**src/rtl/div_unit.sv**
```systemverilog
// div_unit: iterative radix-2 restoring RV32M divider (DIV/DIVU/REM/REMU) with granted writeback
module div_unit #(
    parameter int WIDTH = 32
) (
    input  logic             clk,
    input  logic             rst,
    input  logic             kill,
    input  logic             in_valid,
    output logic             in_ready,
    input  logic [1:0]       op,
    input  logic [WIDTH-1:0] rs1_data,
    input  logic [WIDTH-1:0] rs2_data,
    input  logic [4:0]       rd_in,
    output logic             busy,
    output logic [4:0]       busy_rd,
    output logic [4:0]       rd,
    output logic [WIDTH-1:0] rd_data,
    output logic             rd_we,
    input  logic             wb_grant
);
    localparam int CW = (WIDTH > 2) ? $clog2(WIDTH) : 1;

    typedef enum logic [1:0] {IDLE, CALC, DONE} state_t;
    state_t state, state_n;

    logic [CW-1:0]    cnt;
    logic [WIDTH-1:0] quo, rem_q, dvs;
    logic             neg_q, neg_r, is_rem;

    logic             sgn, a_neg, b_neg, div_zero, ovf, special, last, take, accept;
    logic [WIDTH-1:0] a_abs, b_abs, spec_res, rem_n, quo_n, res;
    logic [WIDTH:0]   r_sh, diff;

    assign in_ready = state == IDLE;
    assign busy     = ~in_ready;
    assign busy_rd  = busy ? rd : 5'd0;
    assign rd_we    = state == DONE;
    assign accept   = in_valid & in_ready & ~kill;

    assign sgn      = ~op[0];
    assign a_neg    = sgn & rs1_data[WIDTH-1];
    assign b_neg    = sgn & rs2_data[WIDTH-1];
    assign a_abs    = a_neg ? -rs1_data : rs1_data;
    assign b_abs    = b_neg ? -rs2_data : rs2_data;
    assign div_zero = rs2_data == '0;
    assign ovf      = sgn & (rs1_data == {1'b1, {(WIDTH-1){1'b0}}}) & (rs2_data == '1);
    assign special  = div_zero | ovf;
    assign spec_res = op[1] ? (div_zero ? rs1_data : '0) : (div_zero ? '1 : rs1_data);

    // Remainder stays below the divisor, so the W+1-bit trial difference decides each quotient bit.
    assign r_sh  = {rem_q, quo[WIDTH-1]};
    assign diff  = r_sh - {1'b0, dvs};
    assign take  = ~diff[WIDTH];
    assign rem_n = take ? diff[WIDTH-1:0] : r_sh[WIDTH-1:0];
    assign quo_n = {quo[WIDTH-2:0], take};
    assign res   = is_rem ? (neg_r ? -rem_n : rem_n) : (neg_q ? -quo_n : quo_n);
    assign last  = cnt == CW'(WIDTH-1);

    always_ff @(posedge clk or posedge rst)
        if (rst) state <= IDLE;
        else     state <= state_n;

    always_comb begin
        state_n = state;
        unique case (state)
            IDLE:    if (in_valid) state_n = special ? DONE : CALC;
            CALC:    if (last) state_n = DONE;
            DONE:    if (wb_grant) state_n = IDLE;
            default: state_n = IDLE;
        endcase
        if (kill) state_n = IDLE;
    end

    always_ff @(posedge clk or posedge rst) begin
        if (rst) begin
            cnt     <= '0;
            quo     <= '0;
            rem_q   <= '0;
            dvs     <= '0;
            neg_q   <= 1'b0;
            neg_r   <= 1'b0;
            is_rem  <= 1'b0;
            rd      <= 5'd0;
            rd_data <= '0;
        end else if (accept) begin
            cnt     <= '0;
            quo     <= a_abs;
            rem_q   <= '0;
            dvs     <= b_abs;
            neg_q   <= a_neg ^ b_neg;
            neg_r   <= a_neg;
            is_rem  <= op[1];
            rd      <= rd_in;
            if (special) rd_data <= spec_res;
        end else if (state == CALC && !kill) begin
            cnt   <= cnt + 1'b1;
            quo   <= quo_n;
            rem_q <= rem_n;
            if (last) rd_data <= res;
        end
    end
endmodule

```
**config.mk**
```make
export PLATFORM = sky130hd
export DESIGN_NAME = div_unit
export DESIGN_NICKNAME = d
export VERILOG_FILES = /design/src/rtl/div_unit.sv
export SDC_FILE = /design/constraint.sdc
export NUM_CORES = 1
export LEC_CHECK = 0
export ABC_AREA = 1
export ABC_CLOCK_PERIOD_IN_PS = 5950
export CAP_MARGIN = 25
export CELL_PAD_IN_SITES_DETAIL_PLACEMENT = 0
export CELL_PAD_IN_SITES_GLOBAL_PLACEMENT = 1
export CORE_UTILIZATION = 40
export CTS_CLUSTER_SIZE = 40
export DETAILED_ROUTE_END_ITERATION = 10
export PLACE_DENSITY = 0.8
export SYNTH_ARGS = -nofsm -noshare
export SYNTH_HDL_FRONTEND = slang
export SYNTH_SLANG_ARGS = --single-unit
```
**constraint.sdc**
```tcl
create_clock -name clk -period 5.95 [get_ports clk]
set_input_delay 1.19 -clock clk [delete_from_list [all_inputs] [get_ports clk]]
set_output_delay 1.19 -clock clk [all_outputs]
set_load 0.05 [all_outputs]
```
# After elaboration in Yosys (flattened, before gate mapping)
# Index checks and enable logic that the tools add are counted.
[classes] n_shift=0 mux=26 order_cmp=0 n_reduce_logical=8 add_sub_neg=6 n_eq_ne=9 bitwise_logic=12 div_mod_pow=0 n_mul=0
[ops] cell="$mux W32" n=17
[ops] cell="$neg A32 Y32" n=4
[ops] cell="$eq A32 B32 Y1 const B" n=2
[ops] cell="$sub A33 B32 Y33" n=1
[ops] cell="$logic_not A32 Y1" n=1
[ops] cell="$mux W5" n=3
[ops] cell="$mux W2" n=5
[ops] cell="$and A1 B1 Y1" n=6
[ops] cell="$ne A3 B3 Y1 const B" n=2
[ops] cell="$pmux W2 S3" n=1
[ops] cell="$reduce_and A3 Y1" n=2
[ops] cell="$add A5 B1 Y5 const B" n=1
[ops] cell="$eq A5 B5 Y1 const B" n=1
[ops] cell="$not A1 Y1" n=4
[ops] cell="$reduce_bool A2 Y1" n=2
[ops] cell="$ne A3 B2 Y1 const B" n=1
[ops] cell="$eq A2 B1 Y1 const B" n=1
[ops] cell="$eq A2 B2 Y1 const B" n=1
[ops] cell="$logic_not A2 Y1" n=1
[ops] cell="$ne A2 B2 Y1 const B" n=1
[ops] cell="$logic_and A1 B1 Y1" n=1
[ops] cell="$logic_not A1 Y1" n=1
[ops] cell="$or A1 B1 Y1" n=1
[ops] cell="$xor A1 B1 Y1" n=1
[word_totals] romBits=0 elab_cells=71 mem_count=0 register_bits=143 latch_bits=0 mem_bits_rw=0

# Longest topological paths before layout
# Gate-level depths: netlist (run 1).
[depth] ltp_word=8 mapped_depth=33 depth_no_buf=32

# Worst setup path after synthesis (run 1)
# OpenSTA, ideal clock, no wires.
[synth_timing] path_kind="reg-to-reg" startpoint="register quo[31]" endpoint="register rd_data[24]" n_path_buf=1 path_slack_ns=1.980 setup_time_ns=0.073 stages_incl_launch_ff=33 synth_period_minus_slack_ns=3.970 t_arrival_ns=3.897 path_cell_list="dfrtp_1 inv_1 ha_1 fa_1 inv_1 nand2_1 nand2_1 nand3_1 nand2_2 nand2_2 nand2_2 nand2_4 nand2_4 nand2_4 nand2_4 buf_4 ha_1 inv_1 nor3_2 nand3_1 nor3_2 nand3_1 nor2_1 nand2_1 nor2_1 nand2_1 nor3_1 nand4_1 nand3_1 nand3_1 nand2_1 nand2_1 a21oi_2"
[synth_between] elab_chain_len=8
[synth_lines] element="start: declaration" line="27" rtl="logic [WIDTH-1:0] quo, rem_q, dvs;"
[synth_lines] element="start signal: assignment" line="87" rtl="quo <= a_abs;"
[synth_lines] element="start signal: assignment" line="97" rtl="quo <= quo_n;"
[synth_lines] element="$sub A33 B32 Y33" line="52" rtl="assign diff = r_sh - {1'b0, dvs};"
[synth_lines] element="$mux W32 / $not A1 Y1 (equally long branches)" line="54, 53"
[synth_lines] element="$neg A32 Y32" line="56" rtl="assign res = is_rem ? (neg_r ? -rem_n : rem_n) : (neg_q ? -quo_n : quo_n);"
[synth_lines] element="$mux W32" line="56"
[synth_lines] element="$mux W32 *" line="56"
[synth_lines] element="$mux W32 *" line="99" rtl="if (last) rd_data <= res;"
[synth_lines] element="$mux W32 *" line="95" rtl="end else if (state == CALC && !kill) begin"
[synth_lines] element="$mux W32 *" line="85" rtl="end else if (accept) begin"
[synth_lines] element="end signal: assignment" line="94" rtl="if (special) rd_data <= spec_res;"
[synth_lines] element="end signal: assignment" line="99"
[synth_lines] element="end: declaration" line="17" rtl="output logic [WIDTH-1:0] rd_data,"
# Every way passes the cells marked *; elsewhere a longest branch is shown, timed or not. The select of a mux whose other input is x is not followed.
# A chain may end at the register's enable or synchronous reset.

# Final worst setup path (run 1)
[layout_timing] startpoint="register dvs[23]" endpoint="register rd_data[30]"
[layout_between] elab_chain_len=8
[layout_lines] element="start: declaration" line="27"
[layout_lines] element="start signal: assignment" line="89" rtl="dvs <= b_abs;"
[layout_lines] element="$sub A33 B32 Y33 *" line="52"
[layout_lines] element="$mux W32 / $not A1 Y1 (equally long branches)" line="54, 53"
[layout_lines] element="$neg A32 Y32" line="56"
[layout_lines] element="$mux W32" line="56"
[layout_lines] element="$mux W32 *" line="56"
[layout_lines] element="$mux W32 *" line="99"
[layout_lines] element="$mux W32 *" line="95"
[layout_lines] element="$mux W32 *" line="85"
# Marked as above.

==> results.ini, run 1 <==
[setup_path]
cp_common_cell=nand2_1
r2r_start=dvs[23]
path_delay_family=simple AND/OR/NAND/NOR gates
crit_slowest_cell=dfrtp_1
critPathMaxStageDelay_ns=0.36
cp_data_required_time_ns=6.32
critPathMaxFanout=12
r2r-end=rd_data[30]
reg2reg_depth=28
worstSetupPathType=register to register
rrSetupSlack_ns=1.15
cp_num_buf_inv=4
end_kind=register
cp.arrival_ns=5.17
critPathLaunchType=register

[worst_hold_path]
holdPathStages=1
min-delay-start=cnt[3]
hold_class=register to register
hold-path-endpoint=cnt[3]

[floorplanning]
fp-row-count=66
die_h_um=185
die-area_mm2=0.0343
io_pins=121
coreArea_mm2=0.0328
initial_core_util_pct=40.9
die_x_um=185

[clocking]
cts-root-buf=clkbuf_16
clock_path_buffers=2
cts_hold_buf=0
cts.sinks=143
ctsHtreeMaxLevel=4
cts_tree=done
cts_resized=0
clk_pin_slew_ns=0.06
cts_buffers=17
postCtsSetupRepairBufs=0
clkLatencyLatePin_ns=0.46

[synthesis]
synth-edff-count=0
synthesis.area_mm2=0.0134
synth_flop_cell=dfrtp_1
ys_ff_latch=143
yosys_warnings=0
synth_nets=2305
synth.distinct_cells=55
async_reset_ff_share_pct=100
avgSynthCellArea_um2=6.13
synthCells=2189
seq_area_frac_synth_pct=26.7

[layout]
fin_nets=2380
layout.cells.most_common=nand2_1
drive_gt1_share_pct=6.06
layout_common_cells=680 x nand2_1, 309 x inv_1, 188 x nor2_1
area_growth_pct=15.9
post-route-util_pct=47.4
n_antenna_cell=0

[global_routing]
grt_antenna_before_repair=0
grt_max_degree=105
first_global_vias=13384
grt_overflow=0
track_usage_pct=29.4
grt_first_pass_wirelength_um=76100

[placement]
place_congestion=0.939
portBuffers=120
hpwlAfterDp_um=37300

[sta]
tns_ns=0
setup_viol=0
maxSlewViolCount=0
rsz0062_at_grt=false
skew_ns=0.0196
finalCritPeriodShare_pct=80.7
slew-limit-headroom_pct=30.9
tightest_slew_ns=1.04
hold_violations=0
fmax_mhz=208
period_minus_slack_ns=4.80

[route]
viasPerCell=5.38
wl_um=48900
firstDrtPassIters=7
num_vias=14617
antenna_left=0
avgRoutedWirePerCell_um=18.0
drc=0
first_iter_violations=1383

[flow_run]
max-cap-violations=0

[power]
p_per_area_mw_per_mm2=311
vdd_drop_max_mv=0.230
leakage_nw=8.11

[outcome]
outcome=complete, no violations

==> worst max-delay path by stage <==
stage / startpoint / to / slack [ns] / cells past startpoint
final: dvs[23] / rd_data[30] / 1.15 / 28
after global placement: rs2_data[0] / rd_data[28] / 1.39 / 18
after detailed placement: rs2_data[0] / rd_data[18] / 1.26 / 18
after CTS: dvs[27] / rd_data[30] / 1.30 / 28
after global routing: quo[31] / rd_data[30] / 0.68 / 31
after floorplan: rst / cnt[0] / 0.92 / 1
==> worst reg2reg max path, delay by kind of cell (launching register included) <==
kind                       cells  cell delay (ns)
AOI/OAI and AO/OA              5             0.91
adders and majority gates      2             0.53
buffers and inverters          4             0.40
DFF                            1             0.36
and+or+nand+nor               17             2.53
==> cell usage after synthesis, drive strengths merged, types with 8 or more instances <==
library cell    n  area, um2
nand2         717       2820
inv           321       1200
nor2          203        807
nand3         193       1010
dfrtp         143       3580
o21ai         141        706
a21oi         105        559
clkbuf         52        195
ha             39        488
xor2           38        333
nor3           32        211
o221ai         31        272
buf            28        181
o22ai          28        175
nand4          27        175
o211ai         17        128
nand3b         12       90.1
maj3            8       80.1
nor4            8       50.1
==> report_power, final <==
| part | leakage [nW] | internal, mW | total [mW] | switching, mW |
|---|---|---|---|---|
| registers | 1.80 | 1.20 | 1.37 | 0.167 |
| logic | 6.03 | 0.732 | 2.33 | 1.60 |
| clock network | 0.282 | 0.659 | 1.14 | 0.479 |
| total | 8.11 | 2.59 | 4.84 | 2.25 |
==> cell type report <==
class                      count  area [um2]
multi-input combinational   1641        8260
clock inverter                13         166
clock buffer                  18         429
tap                          442         553
timing repair buffer         136        1340
sequential                   143        3580
inverter                     325        1220
fill                        3488       17200
==> kinds of logic (layout without fill, tap and decap cells) <==
logic type | count (synthesis) | in the layout | synth area share [%]
AND/OR/NAND/NOR | 1200 | 1200 | 38.9
buffers and inverters | 405 | 492 | 11.9
AO/OA/AOI/OAI | 348 | 348 | 15.2
flip-flops | 143 | 143 | 26.7
adder cells (fa/ha/maj) | 48 | 48 | 4.38
XOR/XNOR | 45 | 45 | 2.94
==> sequential cells by signal (all words and copies together) (netlist names) <==
signal   count
dvs         32
quo         32
rd_data     32
rem_q       32
cnt          5
rd           5
state        2
is_rem       1
neg_q        1
neg_r        1
==> metal layers <==
layer	vias to the layer above	track usage [%]	wire length (um)
met2	516	44.8	21300
met5	-	0	0
met4	0	9.69	1300
met3	62	4.52	3040
li1	7244	-	-
met1	6795	42.1	23300
==> stage by stage <==
stage               area (um2)  power (mW)  hold slack [ns]  std cells  setup slack (ns)
finish                   15500        4.84            0.480       2718              1.15
global route             15500        5.14            0.506       2718             0.678
detailed placement       14900        3.69            0.470       2686              1.26
global placement         14900        3.68            0.465       2686              1.39
floorplan                13400        2.92            0.434       2189             0.922
CTS                      15500        4.84            0.480       2717              1.30
(Power assumes the default switching activity.)
==> run 2, diff against run 1 <==
- ABC_CLOCK_PERIOD_IN_PS: 5950 -> 4900
- clock period: 5.95 -> 4.9 ns (I/O delays scaled with it)
==> run 2 against run 1 <==
Effect of this change: sequential power increased by 20%; wire length fell by 0.54%; register-to-register slack worse by 0.74 ns; maximum frequency rose by 6.8%; worst setup slack lost 0.74 ns; die area is the same; first-iteration DRC count shrank 7.1%; non-clock buffer count increased by 10; final cell count rose by 0.29%; critical endpoint unchanged.
==> results.ini, run 2 (synthesized netlist as in run 1, its figures left out) <==
[sta]
tns_ns=0
skew_ns=0.0113
finalCritPeriodShare_pct=91.8
maxSlewViolCount=0
tightest_slew_ns=0.810
hold_violations=0
fmax_mhz=222
holdWs_ns=0.476
setup_viol=0
setup_slack_ns=0.403
period_minus_slack_ns=4.50
slew-limit-headroom_pct=46.0

[clocking]
ctsHtreeMaxLevel=4
cts-root-buf=clkbuf_16
cts_tree=done
cts_buffers=17
clk_pin_slew_ns=0.07
clock_path_buffers=2
clkLatencyLatePin_ns=0.44
cts.sinks=143

[setup_path]
critPathMaxStageDelay_ns=0.42
end_kind=register
path_delay_family=simple AND/OR/NAND/NOR gates
worstSetupPathType=register to register
cp_num_buf_inv=2
cp_common_cell=nand2_1
crit_slowest_cell=fa_1
critPathMaxFanout=12
crit_cells=30
cp.arrival_ns=4.87
cp_data_required_time_ns=5.27
critPathLaunchType=register
reg2reg_depth=30

[placement]
detailedPlace.worstSlack_ns=0.450
place_congestion=0.941
hpwlAfterDp_um=37000
portBuffers=120

[route]
viasPerCell=5.36
first_iter_violations=1285
drc=0
num_vias=14620
wl_um=48600
avgRoutedWirePerCell_um=17.8
antenna_left=0
firstDrtPassIters=7

[layout]
area_growth_pct=16.8
layout_common_cells=680 x nand2_1, 309 x inv_1, 187 x nor2_1
layout.cells.most_common=nand2_1
fin_nets=2390
drive_gt1_share_pct=6.53

[power]
leakage_nw=8.18
power_mw=5.87
p_per_area_mw_per_mm2=374
vdd_drop_max_mv=0.297

[worst_hold_path]
holdPathStages=1
hold_class=register to register

[global_routing]
grt_max_degree=111
grt_antenna_before_repair=1
track_usage_pct=29.0
grt_first_pass_wirelength_um=75500
grtUsageMet3_pct=4.86
first_global_vias=13423
grt_overflow=0
top_usage_layer=met2
gr-usage-met2_pct=43.4
gr-usage-met1_pct=42.2

[floorplanning]
die_h_um=185
die-area_mm2=0.0343
initial_core_util_pct=40.9
fp-row-count=66
die_x_um=185
io_pins=121
coreArea_mm2=0.0328

[flow_run]
max-cap-violations=0

[outcome]
outcome=complete, no violations

[run 2: what timing repair did]
| item | 4_1_cts | 5_1_grt |
|---|---|---|
| endpoints found under the setup margin | 0 | 5 |
| hold buffers | 0 | 0 |
| buffers inserted | 0 | 1 |
| resized for setup | 0 | 6 |
[run 2: layout make-up]
cell class / instances / area [um2]
Multi-Input combinational cell: 1641 / 8280
Clock inverter: 7 / 114
Sequential cell: 143 / 3580
Timing Repair Buffer: 146 / 1450
Tap cell: 442 / 553
Antenna cell: 1 / 2.50
Fill cell: 3505 / 17100
Inverter: 325 / 1220
Clock buffer: 21 / 460
[run 2: routing by layer]
metal,part of all wire (%),vias up
met5,0,-
met4,2.5,0
met3,7.4,62
met2,43,506
met1,47,6803
li1,-,7249
[run 2: report_power, final]
part           switching (mW)  internal [mW]
combinational            1.95          0.901
clock                   0.550          0.815
sequential              0.196           1.46
total                    2.69           3.18
[run 2: final timing paths]
check	from	end	slack (ns)
setup / recovery	dvs[0]	rd_data[30]	0.40
hold reg to reg	cnt[3]	cnt[3]	0.48
hold / removal	cnt[3]	cnt[3]	0.48
setup reg to reg	dvs[0]	rd_data[30]	0.40
min in group asynchronous	rst	dvs[23]	0.86
max in group asynchronous	rst	rd_data[4]	2.99
[run 2: stage by stage]
step                cells  util, %  cell area, um2
floorplan            2189        -           13400
global placement     2694     45.8           15000
detailed placement   2694     45.8           15000
CTS                  2722     47.5           15600
global route         2725     47.8           15700
finish               2726     47.8           15700
==> run 3, diff against run 2 <==
- CELL_PAD_IN_SITES_DETAIL_PLACEMENT: 0 -> 1
- CORE_ASPECT_RATIO: default -> 0.75
==> run 3 against run 2 <==
Effect of this change: final cell count is essentially flat; wire length grew 12%; worst setup slack lost 0.091 ns; clock skew grew 0.0058 ns; via count grew 4.8%; sequential share of layout area is essentially flat; sequential power grew 4%; register-to-register slack lost 0.09 ns; clock-buffer cell count shrank 4; critical path type unchanged; highest routed layer unchanged.
==> results.ini, run 3 (synthesized netlist as in run 1, its figures left out) <==
[global_routing]
gr-usage-met2_pct=49.2
top_usage_layer=met2
grt_overflow=0
grt_antenna_before_repair=1
grtUsageMet3_pct=6.14
grt_max_degree=87
grt_first_pass_wirelength_um=86200
gr-usage-met1_pct=47.6
first_global_vias=15430
track_usage_pct=32.6

[floorplanning]
fp-row-count=57
io_pins=121
initial_core_util_pct=41.1
die_h_um=161
coreArea_mm2=0.0327
die-area_mm2=0.0343
die_x_um=213

[power]
p_switching_mw=2.97
p_comb_share_pct=48.4
vdd_drop_max_mv=0.313
leakage_nw=8.16
seq_power_share_pct=28.4
cell_internal_pwr_mw=3.09
sw_frac_of_total_pct=48.9
p_per_area_mw_per_mm2=387
p_clk_share_pct=23.3

[layout]
fillers=4484
drive_gt1_share_pct=6.75
stdcell_area_mm2=0.0157
layout.cells.most_common=nand2_1
area_growth_pct=16.7
layout_common_cells=680 x nand2_1, 308 x inv_1, 186 x nor2_1
fin_nets=2385
post-route-util_pct=47.9

[sta]
tightest_slew_ns=0.889
period_minus_slack_ns=4.59
slew-limit-headroom_pct=40.0
fmax_mhz=218
tns_ns=0
setup_viol=0
skew_ns=0.0171
finalCritPeriodShare_pct=93.6
maxSlewViolCount=0
hold_violations=0

[setup_path]
cp_data_required_time_ns=5.28
cp_common_cell=nand2_1
critPathMaxFanout=12
r2r_start=quo[31]
worstSetupPathType=register to register
end_kind=register
crit_start=quo[31]
critPathLaunchType=register
crit_slowest_cell=fa_1
cp.arrival_ns=4.96
critPathMaxStageDelay_ns=0.39

[outcome]
outcome=complete, no violations

[clocking]
clkLatencyLatePin_ns=0.47
cts-root-buf=clkbuf_16
cts_buffers=17
cts_hold_buf=0
cts.sinks=143
clk_pin_slew_ns=0.08
cts_tree=done
ctsHtreeMaxLevel=4
clock_path_buffers=2

[worst_hold_path]
hold_class=register to register
min-delay-start=dvs[12]

[route]
firstDrtPassIters=5
antenna_left=0
num_vias=15326
avgRoutedWirePerCell_um=20.0
drc=0
viasPerCell=5.62
wl_um=54500
first_iter_violations=1373

[flow_run]
max-cap-violations=0

[placement]
placedInstanceArea_mm2=0.0150
portBuffers=120
place_congestion=0.935
hpwlAfterDp_um=42000

run 3: stage by stage:
stage               cells  total power, mW  setup slack [ns]  hold WS, ns
floorplan            2189             3.54            0.0821        0.434
CTS                  2723             6.03           0.00449        0.492
finish               2725             6.06             0.312        0.493
global route         2724             6.38           -0.0124        0.522
detailed placement   2691             4.58             0.113        0.473
global placement     2691             4.49             0.361        0.454
run 3: final timing paths:
path / slack (ns) / end / depth (start not counted)
worst max register to register: 0.31 / rd_data[28] / 31
max in group asynchronous: 3.04 / dvs[0] / 3
worst min-delay path: 0.49 / dvs[12] / 2
worst min register to register: 0.49 / dvs[12] / 2
min in group asynchronous: 0.95 / rd_data[20] / 2
worst max-delay path: 0.31 / rd_data[28] / 31
run 3: area by class of cell:
cell class | count | area [um2] | area share, %
clock inverters | 15 | 185 | 1.18
well taps | 442 | 553 | 3.53
diodes | 1 | 2.50 | 0.0160
repair buffers | 141 | 1380 | 8.84
multi-input cells | 1641 | 8300 | 53.0
clock buffers | 17 | 425 | 2.72
inverters | 325 | 1220 | 7.83
flip-flops and latches | 143 | 3580 | 22.9
run 3: metal layers:
| layer | share of wire [%] | wire length, um |
|---|---|---|
| met3 | 7.0 | 3800 |
| met4 | 1.7 | 912 |
| met1 | 48 | 26100 |
| met2 | 44 | 23700 |
| met5 | 0 | 0 |
run 3: critical path, delay by kind of cell (launching register included):
family	cells	cell delay, ns
AND/OR/NAND/NOR	21	2.48
buffers and inverters	3	0.29
adder cells (fa/ha/maj)	3	0.76
AO/OA/AOI/OAI	4	0.62
flip-flops	1	0.34
run 3: power by group through the flow:
stage | Clock [mW] | Sequential [mW] | Combinational, mW
floorplan | 0 | 2.11 | 1.43
global placement | 0 | 1.71 | 2.78
detailed placement | 0 | 1.72 | 2.86
CTS | 1.43 | 1.70 | 2.89
global route | 1.47 | 1.75 | 3.17
finish | 1.41 | 1.72 | 2.93
run 3: timing repair:
item,in CTS,in global routing
endpoints found under the hold margin,0,0
setup buffers,0,1
setup endpoints to repair,0,5
resized for setup,0,11
